[src/rtl/uart_tx_arbiter.sv]
// Round-robin arbiter sharing one uart_tx among num_req byte sources, with
// optional per-requester burst lock bounded by max_burst consecutive grants.
module uart_tx_arbiter #(
  parameter int unsigned num_req   = 4,
  parameter int unsigned data_bits = 8,
  parameter int unsigned max_burst = 16
) (
  input  logic                           clk,
  input  logic                           reset,
  input  logic [num_req-1:0]             req,
  input  logic [num_req-1:0]             lock,
  input  logic [num_req*data_bits-1:0]   req_data,
  output logic [num_req-1:0]             ack,
  output logic [((num_req > 1) ? $clog2(num_req) : 1)-1:0] grant_id,
  output logic                           busy,
  output logic                           tx_start,
  output logic [data_bits-1:0]           tx_din,
  input  logic                           tx_done_tick
);

  localparam int unsigned GW = (num_req > 1) ? $clog2(num_req) : 1;
  localparam int unsigned BW = (max_burst > 1) ? $clog2(max_burst) : 1;

  typedef enum logic [1:0] {IDLE, START, WAIT, ACK} state_t;

  state_t                 state_q, state_d;
  logic [num_req-1:0]     ack_q, ack_d;
  logic                   tx_start_q, tx_start_d;
  logic [data_bits-1:0]   tx_din_q, tx_din_d;
  logic [GW-1:0]          grant_id_q, grant_id_d;
  logic                   busy_q, busy_d;
  logic [GW-1:0]          rr_q, rr_d;
  logic [BW-1:0]          burst_cnt_q, burst_cnt_d;
  logic                   locked_q, locked_d;

  logic [GW-1:0]          rr_win;
  logic                   rr_found;
  logic [31:0]            idx;
  logic [GW-1:0]          win;
  logic                   win_vld;

  // First requester at or after the rr pointer, wrapping at num_req.
  always_comb begin
    rr_win   = '0;
    rr_found = 1'b0;
    idx      = '0;
    for (int unsigned i = 0; i < num_req; i++) begin
      idx = 32'(rr_q) + i;
      if (idx >= num_req) idx = idx - num_req;
      if (!rr_found && req[idx[GW-1:0]]) begin
        rr_found = 1'b1;
        rr_win   = idx[GW-1:0];
      end
    end
  end

  always_comb begin
    state_d     = state_q;
    ack_d       = '0;
    tx_start_d  = 1'b0;
    tx_din_d    = tx_din_q;
    grant_id_d  = grant_id_q;
    busy_d      = 1'b0;
    rr_d        = rr_q;
    burst_cnt_d = burst_cnt_q;
    locked_d    = locked_q;
    win         = rr_win;
    win_vld     = rr_found;

    case (state_q)
      IDLE: begin
        if (locked_q && req[grant_id_q]) begin
          win     = grant_id_q;
          win_vld = 1'b1;
        end else if (locked_q) begin
          locked_d    = 1'b0;
          burst_cnt_d = '0;
        end
        if (win_vld) begin
          tx_din_d   = req_data[32'(win)*data_bits +: data_bits];
          grant_id_d = win;
          state_d    = START;
        end
      end
      START: state_d = WAIT;
      WAIT:  if (tx_done_tick) state_d = ACK;
      ACK: begin
        state_d = IDLE;
        if (lock[grant_id_q] && (32'(burst_cnt_q) < max_burst - 1)) begin
          locked_d    = 1'b1;
          burst_cnt_d = burst_cnt_q + 1'b1;
        end else begin
          locked_d    = 1'b0;
          burst_cnt_d = '0;
          if (32'(grant_id_q) == num_req - 1) rr_d = '0;
          else                                rr_d = grant_id_q + 1'b1;
        end
      end
      default: state_d = IDLE;
    endcase

    // Outputs are decoded from the next state so they line up with it once registered.
    tx_start_d = (state_d == START);
    busy_d     = (state_d != IDLE);
    if (state_d == ACK) ack_d[grant_id_d] = 1'b1;
  end

  always_ff @(posedge clk) begin
    if (reset) begin
      state_q     <= IDLE;
      ack_q       <= '0;
      tx_start_q  <= 1'b0;
      tx_din_q    <= '0;
      grant_id_q  <= '0;
      busy_q      <= 1'b0;
      rr_q        <= '0;
      burst_cnt_q <= '0;
      locked_q    <= 1'b0;
    end else begin
      state_q     <= state_d;
      ack_q       <= ack_d;
      tx_start_q  <= tx_start_d;
      tx_din_q    <= tx_din_d;
      grant_id_q  <= grant_id_d;
      busy_q      <= busy_d;
      rr_q        <= rr_d;
      burst_cnt_q <= burst_cnt_d;
      locked_q    <= locked_d;
    end
  end

  assign ack      = ack_q;
  assign tx_start = tx_start_q;
  assign tx_din   = tx_din_q;
  assign grant_id = grant_id_q;
  assign busy     = busy_q;

endmodule

[config.mk]
export PLATFORM = sky130hd
export DESIGN_NAME = uart_tx_arbiter
export DESIGN_NICKNAME = d
export VERILOG_FILES = /design/src/rtl/uart_tx_arbiter.sv
export SDC_FILE = /design/constraint.sdc
export NUM_CORES = 1
export LEC_CHECK = 0
export CORE_ASPECT_RATIO = 0.8
export CORE_MARGIN = 2
export CORE_UTILIZATION = 45
export CTS_BUF_LIST = sky130_fd_sc_hd__clkbuf_4 sky130_fd_sc_hd__clkbuf_8 sky130_fd_sc_hd__clkbuf_16
export DETAILED_ROUTE_END_ITERATION = 10
export PLACE_DENSITY_LB_ADDON = 0.25
export SYNTH_ARGS = -nofsm -noshare
export SYNTH_HDL_FRONTEND = slang
export SYNTH_SLANG_ARGS = --single-unit
[constraint.sdc]
create_clock -name clk -period 4.17 [get_ports clk]
set_input_delay 0.417 -clock clk [delete_from_list [all_inputs] [get_ports clk]]
set_output_delay 0.417 -clock clk [all_outputs]
set_load 0.01 [all_outputs]
==> run metrics <==
status=finished, final reports clean; placed inst area=0.00204 mm2; htree depth=1; row count=18; design area=0.00209 mm2; initial DRC count=slightly below 90; clock latency on the worst-skew pair=0.27 ns; Synth top area share=34.9%; Via density=5.53; Pleak=just under 0.8 nW; clock slew at reported path FFs=roughly 0.09 ns; main area contributors after synthesis=dfxtp_1 35%, mux2i_1 15%, ha_1 4.4%, o21bai_1 4.2%, a221oi_1 3.7%; Slew @ Worst Pin=0.804 ns; Die ar.=0.00365 mm2; WL final=3.42 mm; fin. max-slew vios=0; hold_buf cts=0; # port buffers=58; layout cell share with drive strength beyond 1=6.40%; post-route ant nets=0; Synth Area in Adders=4.37%; routed len/inst=14.1 um; IO Count=59; mux contribution to synthesized area=19.7%; CTS sink cnt=25; Crit Path Class=input pin to flip-flop; HP Class=flip-flop to flip-flop; asr flop ratio synth=0%; worst hold slack=0.507 ns; Synth Area in Simple Gates=14.2%; storage element area=500 um2; Synth cell types=41; leading cell type in the layout, fill and taps excluded=clkdlybuf4s50_1; via count=1344; maxcap violations=0; Tmin final=around 2.4 ns; most frequent cells in the layout=58 x clkdlybuf4s50_1, 25 x dfxtp_1, 21 x mux2i_1, 10 x nor2_1, 9 x nand2_1; Power Density=365 mW/mm2; unrepaired setup endpoints after global routing=false; Critical Path Fanout Max=8; Post-CTS Setup Bufs=0; Setup Viol. Count Final=0; TritonCTS clock tree=yes; fin util=68.1%; TritonRoute pass-1 iters=4; Seq/Total Area, Yosys=34.9%; PostCTS Resize Cnt=0; beginning of the worst hold path=locked_q; initial antenna violation count=0; highest clock rate=0.425 GHz; Worst IR Drop VDD=322 uV; area delta synth->final=45.6%; gr ovfl total=0; largest net degree at the start of global routing=17; first-pass GRT wire length=5.75 mm; Synth Flop Type=dfxtp_1; area of the multi-input gates=876 um2; Layout Nets=252; syn avg cell area=9.88 um2; Clock Skew=0.00214 ns; Vert. Die Dim=~54 um; crit end category=flip-flop; post-synth net total=193; DP Cell Count=239; routability cong.=0.806; GRT Total Usage=20.9%; Die W=67.1 um; n_diodes=0; largest family of logic cells by synthesized area=compound AO/OA/AOI/OAI gates; Compound-Gate Fraction of Synth Area=21.0%; Yosys reg bits=25; WP data arrival=2.48 ns; Setup Total Neg Slack=0 ns; post-synthesis xor/xnor area fraction=1.83%; slew margin rel.=46.4%; Non-Filler Instances=243; leading area contributor after synthesis=dfxtp_1; Post-synth EDFFs=0; final worst-path cycle share=56.5%; synth warn=0; cell count after synthesis=145; core area=0.00306 mm2; Req. time, crit path=4.30 ns; crit path launch=req[2]; vias in the first global route=roughly 1300; CTS Buf Count=3; Hold Fails Final Rpt=0; fill count=approximately 250; Root Driver=clkbuf_8; deepest clock path buffer count=2; synthesized cell area=0.00143 mm2; post-detail-place hpwl=2.72 mm; Starting Density=around 47%; Critical R2R Launch=grant_id[0]; CP Launch Type=input pin; DRC=0
-- layer usage --
| layer | routed length (um) | GRT usage, % | share of wire, % |
|---|---|---|---|
| met4 | 27 | 4.42 | 0.79 |
| met1 | 1590 | 26.6 | 46 |
| met5 | 0 | 0 | 0 |
| met3 | 227 | 6.17 | 6.6 |
| met2 | 1580 | 35.6 | 46 |
-- cells in the mapped netlist (2+ instances only) --
| library cell | instances |
|---|---|
| a221oi_1 | 6 |
| mux2i_1 | 21 |
| xor2_1 | 2 |
| o211ai_1 | 2 |
| dfxtp_1 | 25 |
| nand3_1 | 3 |
| a21oi_1 | 6 |
| mux4_2 | 2 |
| nand2b_1 | 2 |
| nor2b_1 | 5 |
| clkbuf_1 | 2 |
| o21bai_1 | 8 |
| ha_1 | 5 |
| nand2_1 | 9 |
| buf_6 | 2 |
| nor2_1 | 10 |
| and2_1 | 3 |
| o21ai_0 | 2 |
| inv_1 | 6 |
| a221oi_2 | 3 |
-- cells by family (layout without fill, tap and decap cells) --
logic type / after synthesis / in the layout
simple gates: 40 / 40
compound gates: 36 / 36
mux: 25 / 25
flops: 25 / 25
buf+inv: 11 / 69
fa+ha+maj: 5 / 5
xor+xnor: 3 / 3
-- metrics by stage --
stage	worst slack, ns	total power (W)
after global routing	1.66	0.000806
after detailed placement	1.56	0.000617
final	1.82	0.000762
after floorplan	1.91	0.000479
after global placement	1.58	0.000609
after CTS	1.85	0.000768
-- flip-flops by register name, summed over array words and instances (netlist names) --
signal	flops
locked_q	1
rr_q	2
tx_din	8
busy	1
state_q	2
burst_cnt_q	4
tx_start	1
grant_id	2
ack	4
-- worst max-delay path, stage by stage --
cell	delay [ns]
clkdlybuf4s50_1	0.49
nor2b_1	0.19
a221oi_1	0.39
o211ai_1	0.15
a21oi_1	0.67
a221oi_1	0.17
-- worst paths after layout --
check        cells past startpoint  slack, ns         to
min                              2       0.51   locked_q
min reg2reg                      2       0.51   locked_q
max                              6       1.82  tx_din[1]
max reg2reg                      6       1.88  tx_din[1]
-- report_power, final --
group	total, W	switching (W)	leakage [nW]	internal (W)
Sequential	0.000308	0.0000290	0.205	0.000279
Combinational	0.000304	0.000141	0.569	0.000163
Clock	0.000149	0.0000814	0.0217	0.0000679
Total	0.000762	0.000252	0.796	0.000510
-- layout make-up --
| class | count | area share, % |
|---|---|---|
| clock buffer | 3 | 1.98 |
| clock inverter | 1 | 0.360 |
| inverter | 6 | 1.08 |
| multi-input combinational | 109 | 42.0 |
| sequential | 25 | 24.0 |
| tap | 40 | 2.40 |
| timing repair buffer | 59 | 28.2 |
Note: power is estimated with default switching activity, not from simulation.
